===== src/rtl/exu_issue_ctrl_pkg.sv =====
// Shared opcode/func7 constants, controller state encoding and the M-extension decode helper.
// Latency: n/a (declarations only).
// Backpressure: n/a.
package exu_issue_ctrl_pkg;

    localparam logic [6:0] INST_TYPE_R   = 7'b0110011;
    localparam logic [6:0] INST_TYPE_R32 = 7'b0111011;
    localparam logic [6:0] FUNC7_MEXT    = 7'b0000001;

    typedef enum logic {
        EXC_IDLE    = 1'b0,
        EXC_MC_WAIT = 1'b1
    } exc_state_e;

    // Multi-cycle ops are exactly the RV64M encodings of OP and OP-32.
    function automatic logic is_mext_op(input logic [6:0] op, input logic [6:0] f7);
        return ((op == INST_TYPE_R) || (op == INST_TYPE_R32)) && (f7 == FUNC7_MEXT);
    endfunction

endpackage


===== src/rtl/exu_wdog.sv =====
// Loadable up-counter with clear/enable; tc_o flags the TIMEOUT-1 terminal count.
// Latency: tc_o is combinational from the count register; updates on the rising edge.
// Backpressure: none; clear has priority over load, load over enable.
module exu_wdog #(
    parameter int TIMEOUT = 64,
    localparam int CW = (TIMEOUT > 1) ? $clog2(TIMEOUT) : 1
) (
    input  logic          clk,
    input  logic          rst_n,
    input  logic          clr_i,
    input  logic          en_i,
    input  logic          load_i,
    input  logic [CW-1:0] load_val_i,
    output logic          tc_o
);

    localparam logic [CW-1:0] TC_VAL  = CW'(TIMEOUT - 1);
    localparam logic [CW-1:0] CNT_ONE = CW'(1);

    logic [CW-1:0] cnt_q;
    logic [CW-1:0] cnt_d;

    always_comb begin
        cnt_d = cnt_q;
        if (clr_i) begin
            cnt_d = '0;
        end else if (load_i) begin
            cnt_d = load_val_i;
        end else if (en_i) begin
            cnt_d = cnt_q + CNT_ONE;
        end
    end

    always_ff @(posedge clk or negedge rst_n) begin
        if (!rst_n) begin
            cnt_q <= '0;
        end else begin
            cnt_q <= cnt_d;
        end
    end

    assign tc_o = (cnt_q == TC_VAL);

endmodule


===== src/rtl/exu_issue_ctrl.sv =====
// Issue/commit sequencer: ALU results go straight to the RF port, MDU ops park the front end.
// Latency: ALU ops retire in the accept cycle; MDU ops retire on mdu_done or watchdog abort.
// Backpressure: id_ready is low for every MC_WAIT cycle, high otherwise.
module exu_issue_ctrl
    import exu_issue_ctrl_pkg::*;
#(
    parameter int DATA_WIDTH = 64,
    parameter int ADDR_WIDTH = 5,
    parameter int TIMEOUT    = 64,
    parameter int CNT_WIDTH  = 64
) (
    input  logic                  clk,
    input  logic                  rst_n,
    input  logic                  id_valid,
    output logic                  id_ready,
    input  logic [6:0]            opcode,
    input  logic [6:0]            func7,
    input  logic [ADDR_WIDTH-1:0] rd_addr_in,
    input  logic                  alu_rd_wen,
    input  logic [ADDR_WIDTH-1:0] alu_rd_addr,
    input  logic [DATA_WIDTH-1:0] alu_rd_data,
    output logic                  mdu_start,
    input  logic                  mdu_done,
    input  logic [DATA_WIDTH-1:0] mdu_rd_data,
    output logic                  rf_wen,
    output logic [ADDR_WIDTH-1:0] rf_waddr,
    output logic [DATA_WIDTH-1:0] rf_wdata,
    output logic                  commit,
    output logic                  wdog_err,
    output logic [CNT_WIDTH-1:0]  retired_cnt,
    output logic [CNT_WIDTH-1:0]  stall_cnt
);

    localparam logic [CNT_WIDTH-1:0] CNT_ONE = CNT_WIDTH'(1);

    exc_state_e            state_q, state_d;
    logic [ADDR_WIDTH-1:0] rd_q, rd_d;
    logic                  wdog_err_q, wdog_err_d;
    logic [CNT_WIDTH-1:0]  retired_q, retired_d;
    logic [CNT_WIDTH-1:0]  stall_q, stall_d;

    logic is_mc;
    logic in_wait;
    logic mc_accept;
    logic mc_abort;
    logic wdog_en;
    logic wdog_tc;

    assign is_mc     = is_mext_op(opcode, func7);
    assign in_wait   = (state_q == EXC_MC_WAIT);
    assign mc_accept = !in_wait && id_valid && is_mc;
    // mdu_done wins over a coincident terminal count.
    assign mc_abort  = in_wait && !mdu_done && wdog_tc;
    assign wdog_en   = in_wait && !mdu_done && !wdog_tc;

    exu_wdog #(
        .TIMEOUT (TIMEOUT)
    ) u_wdog (
        .clk        (clk),
        .rst_n      (rst_n),
        .clr_i      (mc_accept),
        .en_i       (wdog_en),
        .load_i     (1'b0),
        .load_val_i ('0),
        .tc_o       (wdog_tc)
    );

    always_comb begin
        id_ready  = !in_wait;
        mdu_start = mc_accept;
        rf_wen    = 1'b0;
        rf_waddr  = alu_rd_addr;
        rf_wdata  = alu_rd_data;
        commit    = 1'b0;
        if (in_wait) begin
            if (mdu_done) begin
                rf_wen   = (rd_q != '0);
                rf_waddr = rd_q;
                rf_wdata = mdu_rd_data;
                commit   = 1'b1;
            end else if (wdog_tc) begin
                commit = 1'b1;
            end
        end else if (id_valid && !is_mc) begin
            // EXU already gates x0 writes, so its enable passes through untouched.
            rf_wen = alu_rd_wen;
            commit = 1'b1;
        end
    end

    always_comb begin
        state_d    = state_q;
        rd_d       = rd_q;
        wdog_err_d = wdog_err_q | mc_abort;
        retired_d  = commit  ? (retired_q + CNT_ONE) : retired_q;
        stall_d    = in_wait ? (stall_q + CNT_ONE)   : stall_q;
        case (state_q)
            EXC_IDLE: begin
                if (mc_accept) begin
                    rd_d    = rd_addr_in;
                    state_d = EXC_MC_WAIT;
                end
            end
            EXC_MC_WAIT: begin
                if (mdu_done || wdog_tc) begin
                    state_d = EXC_IDLE;
                end
            end
            default: state_d = EXC_IDLE;
        endcase
    end

    always_ff @(posedge clk or negedge rst_n) begin
        if (!rst_n) begin
            state_q    <= EXC_IDLE;
            rd_q       <= '0;
            wdog_err_q <= 1'b0;
            retired_q  <= '0;
            stall_q    <= '0;
        end else begin
            state_q    <= state_d;
            rd_q       <= rd_d;
            wdog_err_q <= wdog_err_d;
            retired_q  <= retired_d;
            stall_q    <= stall_d;
        end
    end

    assign wdog_err    = wdog_err_q;
    assign retired_cnt = retired_q;
    assign stall_cnt   = stall_q;

endmodule


===== config.mk =====
export PLATFORM = sky130hd
export DESIGN_NAME = exu_issue_ctrl
export DESIGN_NICKNAME = d
export VERILOG_FILES = /design/src/rtl/exu_issue_ctrl_pkg.sv /design/src/rtl/exu_wdog.sv /design/src/rtl/exu_issue_ctrl.sv
export SDC_FILE = /design/constraint.sdc
export NUM_CORES = 1
export LEC_CHECK = 0
export CAP_MARGIN = 30
export CORE_AREA = 2 2 141 143
export DETAILED_ROUTE_END_ITERATION = 7
export DIE_AREA = 0 0 143 145
export PLACE_DENSITY = 0.77
export SYNTH_ARGS = -nofsm -noshare
export SYNTH_HDL_FRONTEND = slang
export SYNTH_HIERARCHICAL = 1
export SYNTH_SLANG_ARGS = --single-unit

===== constraint.sdc =====
create_clock -name clk -period 2.5 [get_ports clk]
set_input_delay 0.5 -clock clk [delete_from_list [all_inputs] [get_ports clk]]
set_output_delay 0.5 -clock clk [all_outputs]
set_load 0.05 [all_outputs]

==> summary.md <==
| Metric | Value |
|---|---|
| Number of global-route vias before repair | 7107 |
| Tot Pwr | ~6400 uW |
| Router iterations before antenna repair | 7 |
| Comb power frac | roughly a fifth |
| CTS tree | yes |
| Area of the mapped netlist | ~0.0075 mm^2 |
| Max-Cap Viols | 0 |
| CP delay by family, top | compound AO/OA/AOI/OAI gates |
| Dpl hpwl | just over 20000 um |
| Synth async-reset ratio | 100% |
| Dpl cell area | between 0.01 and 0.015 mm^2 |
| I/O Pins | between 300 and 400 |
| Post-route worst setup slack | roughly 28 ps |
| Final setup fails | 0 |
| Worst Max-Slew Pin Slew | between 700 and 800 ps |
| Pleak | approximately 0.0055 uW |
| Largest net degree at the start of global routing | 55 |
| Initial DRC count | between 400 and 500 |
| Final hold vios | 0 |
| Int Pwr | between 4000 and 5000 uW |
| RD Place Congestion | between 0.8 and 0.9 |
| Mapped Avg Cell Area | roughly 11 um^2 |
| Area grow syn2layout | 63.5% |
| Worst-path clk slew | approximately 60 ps |
| PortBufs | approximately 360 |
| Seq/Total Area, Yosys | a little under half |
| Die Width | 143 um |
| Total GRT Usage | 24.9% |
| Unrepaired setup endpoints after global routing | true |
| Max incr delay on CP | about 480 ps |
| Clock Sinks | approximately 140 |
| R2R setup slack | between 200 and 300 ps |
| Tmin final | roughly 2500 ps |
| Worst setup path start | func7[2] |
| Status | complete, no violations |
| Skew-Pair Late Insertion Delay | 420 ps |
| Pwr/cell area | about 520 mW/mm^2 |
| Worst min path class | primary input to async pin |
| Post-synth EDFFs | 0 |
| Post-synth top cells | dfrtp_1, mux2_2, xor2_1 |
| Setup TNS | 0 ps |
| WP buf/inv | 3 |
| End of the worst register-to-register path | retired_cnt[63] |
| Synth Instances | a little over 700 |
| Final Core Density | 63.9% |
| ANT cells | 0 |
| Top-count cell post-synth | dfrtp_1 |
| Crit-path cells | dlygate4sd2_1 -> or3_4 -> o41a_4 -> o21ai_4 -> inv_2 -> buf_8 |
| Die area | about 0.021 mm^2 |
| Startpoint Class | primary input |
| Critical path's slowest cell | o41a_4 |
| Antenna violations before repair | 0 |
| Required @ worst endpoint | 2000 ps |
| Slew HR | between 50% and 60% |
| Leading area contributor after synthesis | dfrtp_1 |
| WS Path Type | primary input to output pin |
| Fin area | ~0.012 mm^2 |
| Cts hold-fix bufs | 0 |
| Final period util | a little over nine tenths |
| Setup WS pre-CTS | -352 ps |
| Switching Fraction | roughly 28% |
| Share of layout cells above drive strength 1 | between 20 and 25% |
| First-pass GRT wire length | between 30000 and 40000 um |
| Remaining DRCs | 0 |
| Fillers | approximately 1500 |
| Clock share of power | between 40 and 50% |
| Peak supply drop | between 0.0002 and 0.0003 V |
| Seq pwr share | 38.6% |
| Die extent in y | between 100 and 150 um |
| Synth warn | 6 |
| Root Driver | clkbuf_16 |
| Worst-path fanout max | 2 |
| Row count | 51 |
| FF-to-FF Start | retired_cnt[24] |
| Count of different cell masters after synthesis | 49 |
| Psw | 1810 uW |
| Vias per inst | 5.10 |
| Post-DRT Antenna Nets | 0 |
| Num CTS Buffers | 17 |
| Clock Path Buffers | 2 |
| Nets | roughly 1300 |
| Post-synth top flop | dfrtp_1 |
| Clock skew | ~12 ps |
| FMAX | between 0.4 and 0.5 GHz |
| GRT overflow | 0 |
| Critical path arrival | slightly below 2000 ps |
| Final slew viol count | 0 |
| Initial Util | 39.1% |
| WL final | approximately 26000 um |
| Vias | approximately 7100 |
| Seq cells post-synth | about 140 |
| CORE AREA | 0.0192 mm^2 |
| H-tree depth | 4 |
| WL/cell | around 19 um |
| Largest cells by area after synthesis | dfrtp_1, mux2_2, xor2_1, xnor2_1, nand4_1 |
| Crit path capture type | output pin |
| Yosys top cell area share | 47.0% |
| Worst Reg2Reg Path Length in Cells | 5 |
what timing repair did:
item                       4_1_cts  5_1_grt
setup buffers                    2        1
gates resized for setup         29        2
cloned                           0        0
setup endpoints to repair        3       21
pin swaps                        5        2
power by group through the flow:
stage / sequential, uW / clock (uW) / combinational (uW)
after detailed placement: 2510 / 0 / 1230
final: 2470 / 2690 / 1230
after floorplan: 2710 / 0 / 407
after global routing: 2480 / 2830 / 1290
after global placement: 2510 / 0 / 1220
after CTS: 2470 / 2730 / 1240
cell usage in the layout (no fill, tap or decap), types with 2 or more instances in the layout:
cell type / count
dlygate4sd2_1: 8
clkdlybuf4s50_1: 270
buf_12: 13
buf_6: 2
a211oi_1: 3
buf_2: 2
nor3_2: 3
a21oi_1: 2
or3_1: 3
bufinv_16: 4
and3_1: 15
nor4_1: 23
o2111ai_2: 2
nand2_1: 60
nor2_1: 49
conb_1: 9
inv_1: 23
nand4_1: 40
clkinv_4: 2
xnor2_1: 55
mux2_2: 76
nand3_1: 44
or3_4: 2
and4_1: 5
nor3_1: 38
dfrtp_1: 140
clkdlybuf4s15_1: 3
buf_4: 94
or2_2: 4
nor4_2: 3
xor2_1: 75
ha_1: 2
clkbuf_16: 17
clkinvlp_4: 5
per-layer routing:
metal | track usage [%] | vias to the layer above | part of all wire, %
met1 | 30.5 | 3437 | 39
met3 | 5.71 | 47 | 7.3
met2 | 42.9 | 313 | 51
li1 | - | 3314 | -
met4 | 8.61 | 0 | 2.7
met5 | 0 | - | 0
logic make-up (layout without fill, tap and decap cells):
group	after synthesis	in the layout	share of synthesized area [%]
flip-flops	141	141	47.0
buffers and inverters	43	450	2.42
adder cells (fa/ha/maj)	3	3	0.500
other	1	9	0.0500
multiplexers	76	76	11.4
XOR/XNOR	130	130	15.2
AO/OA/AOI/OAI	16	16	2.28
AND/OR/NAND/NOR	303	303	21.2
state kept, by name, summed over array words and instances, names as in the netlist:
| name | flops |
|---|---|
| stall_cnt | 64 |
| retired_cnt | 64 |
| in_wait | 1 |
| u_wdog/cnt_q | 6 |
| wdog_err | 1 |
| rd_q | 5 |
how the worst max path moves through the flow:
stage          endpoint  depth (start not counted)
2_1_floorplan    commit                          4
3_3_place_gp     commit                          6
3_5_place_dp     commit                          6
4_1_cts          commit                          6
5_1_grt          commit                          6
6_report         commit                          6
final cells by class:
| cell class | instances | area [um^2] | share of cell area, % |
|---|---|---|---|
| clock buffer | 19 | 443 | 3.61 |
| tap | 265 | 332 | 2.70 |
| inverter | 25 | 93.8 | 0.765 |
| multi-input combinational | 537 | 3870 | 31.5 |
| clock inverter | 13 | 189 | 1.54 |
| timing repair buffer | 393 | 3820 | 31.1 |
| sequential | 141 | 3530 | 28.8 |
stage by stage:
stage | hold WS (ps) | std cells
2_1_floorplan | 204 | 721
3_3_place_gp | 454 | 1358
3_5_place_dp | 459 | 1358
4_1_cts | 44.5 | 1392
5_1_grt | 64.1 | 1393
6_report | 30.0 | 1393
Note: power is estimated with default switching activity, not from simulation.
==> edit 1: new RTL, same flow settings <==
Change the parameter `CNT_WIDTH` from 64 to 68.
--- a/src/rtl/exu_issue_ctrl.sv
+++ b/src/rtl/exu_issue_ctrl.sv
@@ -9,3 +9,3 @@
     parameter int TIMEOUT    = 64,
-    parameter int CNT_WIDTH  = 64
+    parameter int CNT_WIDTH  = 68
 ) (
Interface: changed (resized retired_cnt and stall_cnt); port bits go from 359 to 367. No check against the original RTL was run, so the function may have changed too.
==> edit 1 against the original RTL <==
- cell area rose by 6.3%
- wire length rose by 17%
- setup slack lost 28 ps
- fmax is 1.1% lower
- sequential cell count up 8
- sequential share of layout area is 0.14 points lower
- via count is 7.2% higher
- largest power group is now sequential cells
- the run now ends with setup timing left
- total power is 5.9% higher
- synthesized area is 5.1% higher
- largest cell class is now buffers
==> edit 1: results (changes against the original RTL) <==
[outcome]
outcome = complete, but fails checks
violations = setup timing

[global_routing]
grt_pass1_vias = 7651  ; +7.7%
grt_usage_pct = 28.9  ; +4.0 points
grt_pass1_wl_mm = 45.5  ; +14%
grt_max_degree = 58  ; +5.5%

[detailed_routing]
drtPass1Iterations = 5  ; -2
wl_per_cell_um = 21.0  ; +13%
drtIter0Drc = 367  ; -9.8%
vias_per_cell = 5.31  ; +4.0%
totalWireLength_mm = 30.1  ; +17%

[critical_path]
worst_path_max_delay_cell = clkdlybuf4s50_1
slowest_delay_ps = 400  ; -80 ps
crit_fanout = 2  ; unchanged
rrSetupSlack_ps = 100  ; -180 ps
cp_data_arrival_time_ps = 2000  ; +30 ps

[cts]
clk_path_buf_depth = 2  ; unchanged
worstSkewPairLatency_ps = 420  ; about the same
cts_buffers = 17  ; unchanged

[finish]
nets = 1318  ; +3.4%
drive_gt1_share_pct = 21.4  ; -0.64 points
num_antenna_cells = 0  ; unchanged

[yosys]
synth-main-ff-cell = dfrtp_1
synthTopCellsByArea = dfrtp_1 47%, mux2_2 11%, xor2_1 7.9%
yosysSeqAreaShare_pct = 47.3  ; +0.26 points
synth_cells = 742  ; +4.1%
synthTopCellsByCount = 149 x dfrtp_1, 76 x mux2_2, 71 x xor2_1, 67 x xnor2_1, 60 x nand2_1
synth_cell_types = 50  ; +2.0%

[timing]
slew_headroom_pct = 57.8  ; +6.5 points
finalSetupTns_ps = -0.0118  ; -0.0118 ps
skew_ps = 10.7  ; -1.02 ps
finalSetupViolCount = 1  ; +1
setup_slack_ps = -0.0118  ; -28.2 ps

[placed_design]
gp_congestion = 0.916  ; +7.1%
dpl.hpwl_mm = 23.7  ; +15%
io_buffers = 365  ; +2.2%
dp_cells = 1398  ; +2.9%
dpl_cell_area_um2 = 12300  ; +6.4%

[power_and_ir_drop]
ir_drop_uv = 783  ; +160%
p_leak_nw = 5.65  ; +3.6%

[edit 1: changes by cell type in the layout (fill, tap and decap cells not counted), moves of 4 or more]
cell             change
buf_12              +18
nor2_1              -16
clkdlybuf4s50_1     +15
xnor2_1             +12
and4_1              +11
buf_4               -10
nand4_1              +9
nor4_1               +8
nor3_1               -7
dfrtp_1              +6
or4_1                +4
xor2_1               -4
[edit 1: kinds of logic after synthesis]
group                      after synthesis  synth area share [%]
buffers and inverters                   46                  2.40
muxes                                   76                  10.8
DFF                                    149                  47.3
and+or+nand+nor                        314                  22.0
other                                    1                0.0475
adders and majority gates                3                 0.476
xor gates and xnor gates               138                  15.3
AOI/OAI and AO/OA                       15                  1.63
[edit 1: path summary, 6_finish.rpt]
path | startpoint | end | cells past startpoint
worst max-delay path | func7[2] | commit | 6
worst min-delay path | rst_n | retired_cnt[65] | 1
worst max register to register | retired_cnt[8] | retired_cnt[56] | 6
worst min register to register | wdog_err | wdog_err | 1
max in group asynchronous | rst_n | stall_cnt[18] | 2
min in group clk | wdog_err | wdog_err | 1
[edit 1: area by class of cell]
cell class,count,area [um^2]
Clock buffer,19,443
Clock inverter,13,125
Fill cell,1523,6170
Sequential cell,149,3730
Timing Repair Buffer,410,4220
Multi-Input combinational cell,555,4100
Tap cell,265,332
Inverter,25,93.8
[edit 1: critical path, delay by kind of cell]
| family | cells | cell delay (ps) |
|---|---|---|
| buffers and inverters | 3 | 600 |
| AO/OA/AOI/OAI | 2 | 520 |
| AND/OR/NAND/NOR | 1 | 370 |
[edit 1: stage by stage]
stage          utilization [%]  hold slack [ps]  worst slack (ps)
6_report                  67.9             53.9           -0.0118
3_3_place_gp              64.2              452              -267
2_1_floorplan                -              204              2.24
4_1_cts                   67.5             64.7              5.52
3_5_place_dp              64.2              458              -257
5_1_grt                   67.9             75.0             -48.2
[edit 1: report_power, final]
part,internal (mW),switching [mW]
Clock,1.41,1.07
Combinational,0.689,0.955
Sequential,2.51,0.124
Total,4.61,2.15
[edit 1: routing by layer]
metal,vias to the layer above,track usage (%),wire [um]
li1,3486,-,-
met1,3765,37.1,12300
met2,339,45.9,14000
met3,34,10.9,3160
met4,0,7.82,594
met5,-,0,0
[edit 1: repair_timing]
action / in CTS / in global routing
cloned: 0 / 1
resized for setup: 17 / 7
endpoints found under the setup margin: 28 / 16
setup buffers: 3 / 2
endpoints found under the hold margin: 0 / 0
pin swaps: 4 / 2
==> edit 2: new RTL, same flow settings <==
Without the edit above. Register the output `retired_cnt` once more, with the module's reset; this adds one clock of latency there. The other outputs are not delayed to match.
--- a/src/rtl/exu_issue_ctrl.sv
+++ b/src/rtl/exu_issue_ctrl.sv
@@ -129,3 +129,9 @@
     assign wdog_err    = wdog_err_q;
-    assign retired_cnt = retired_q;
+    always_ff @(posedge clk or negedge rst_n) begin
+        if (!rst_n) begin
+            retired_cnt <= '0;
+        end else begin
+            retired_cnt <= retired_q;
+        end
+    end
     assign stall_cnt   = stall_q;
Function: changed (a bounded check fails within 4 cycles, from zero or initial values and one cycle with rst_n low).
==> edit 2 against the original RTL <==
- the flow now finishes with violations (setup timing)
- register-to-register slack worse by 40 ps
- synthesized area is 24% higher
- setup slack worse by 140 ps
- cell area is 16% higher
- critical path depth stayed put
- clock power is 16% higher
- sequential cell count is 64 higher
- total power is 30% higher
- die area stayed put
- sequential share of layout area is 7.4 points higher
- non-clock buffer count is 13 higher
- sequential power is 49% higher
- wire length is 21% higher
- highest routed layer is now met5
==> edit 2: results (changes against the original RTL) <==
[timing]
skew_ps = 15.7  ; +3.90 ps
finalSetupTns_ps = -134  ; -134 ps
worstMarginPinSlew_ps = 576  ; -145 ps
setup_slack_ps = -113  ; -141 ps
finalSetupViolCount = 2  ; +2
hold_ws_ps = 401  ; +371 ps

[critical_path]
crit_path_start = func7[1]
reg2reg_from = stall_cnt[18]
rrSetupSlack_ps = 240  ; -40 ps
cp_data_arrival_time_ps = 2110  ; +140 ps
slowest_delay_ps = 540  ; +60 ps
worstReg2RegEnd = stall_cnt[56]
worst_path_max_delay_cell = or4b_4
crit_fanout = 2  ; unchanged

[power_and_ir_drop]
p_leak_nw = 6.39  ; +17%
switching_share_pct = 28.3  ; +0.049 points
ir_drop_uv = 472  ; +58%

[outcome]
outcome = complete, but fails checks
violations = setup timing

[yosys]
yosysSeqAreaShare_pct = 55.2  ; +8.2 points
async_flop_share_pct = 100  ; unchanged
synth_cell_types = 44  ; -10%
synthTopCellsByCount = 205 x dfrtp_1, 87 x xor2_1, 76 x mux2_2, 76 x nand2_1, 52 x nand4_1
synth_cells = 807  ; +13%
synthTopCellsByArea = dfrtp_1 55%, mux2_2 9.2%, xor2_1 8.2%

[min_path]
hp-start = retired_q[63]
hold_path.class = reg -> reg

[finish]
drive_gt1_share_pct = 20.7  ; -1.3 points
nFillCells = 1336  ; -11%
synthToLayoutAreaGrowth_pct = 52.7
nets = 1387  ; +8.8%

[detailed_routing]
drtPass1Iterations = 5  ; -2
drtIter0Drc = 481  ; +18%
totalWireLength_mm = 31.2  ; +21%
dr_total_vias = 8101  ; +14%
wl_per_cell_um = 20.7  ; +12%

[placed_design]
dpl.hpwl_mm = 24.1  ; +17%
gp_congestion = 0.899  ; +5.1%
dpl_cell_area_um2 = 13400  ; +16%
pre_cts_ws_ps = -471  ; -119 ps
dp_cells = 1466  ; +8.0%

[global_routing]
grt_pass1_vias = 8275  ; +16%
grt_max_degree = 61  ; +11%
grt_pass1_wl_mm = 47.7  ; +20%
antenna_found_initial = 2  ; +2
grt_usage_pct = 29.9  ; +5.0 points

[cts]
cts_buffers = 22  ; +5
worstSkewPairLatency_ps = 510  ; +90 ps
cts_htree_levels = 1  ; -3
clk_path_buf_depth = 3  ; +1

[edit 2: kinds of logic (layout without fill, tap and decap cells)]
family                     count (synthesis)  count (layout)  synth area share (%)
and+or+nand+nor                          341             341                  19.5
adders and majority gates                  3               3                 0.404
muxes                                     77              77                  9.33
AOI/OAI and AO/OA                         14              14                  1.45
other                                      1              10                0.0404
xor gates and xnor gates                 130             130                  12.3
buffers and inverters                     36             461                  1.82
DFF                                      205             205                  55.2
[edit 2: power by group through the flow]
stage | combinational (mW) | clock [mW] | sequential, mW
global route | 1.59 | 3.32 | 3.69
detailed placement | 1.51 | 0 | 3.73
finish | 1.51 | 3.11 | 3.67
global placement | 1.49 | 0 | 3.72
floorplan | 0.451 | 0 | 4.00
CTS | 1.52 | 3.17 | 3.67
[edit 2: worst max-delay path, delay by kind of cell]
kind	cells	cell delay (ps)
AO/OA/AOI/OAI	2	670
AND/OR/NAND/NOR	1	540
buffers and inverters	3	390
[edit 2: layout make-up]
type / count / share of cell area [%]
antenna: 1 / 0.0176
multi-input combinational: 574 / 28.6
tap: 265 / 2.34
sequential: 205 / 36.2
inverter: 18 / 0.503
clock buffer: 32 / 4.72
clock inverter: 5 / 0.194
timing repair buffer: 406 / 27.4
[edit 2: what timing repair did]
item	4_1_cts	5_1_grt
setup endpoints to repair	3	6
resized for setup	25	4
hold endpoints to repair	38	0
pin swaps	5	0
hold buffers	1	0
buffers inserted	1	0
[edit 2: layer usage]
| metal | share of wire (%) | up-vias | track usage, % |
|---|---|---|---|
| li1 | - | 3711 | - |
| met1 | 40 | 3975 | 39.8 |
| met2 | 45 | 340 | 45.5 |
| met3 | 12 | 73 | 11.9 |
| met4 | 3.1 | 2 | 8.61 |
| met5 | 0.042 | - | 0 |
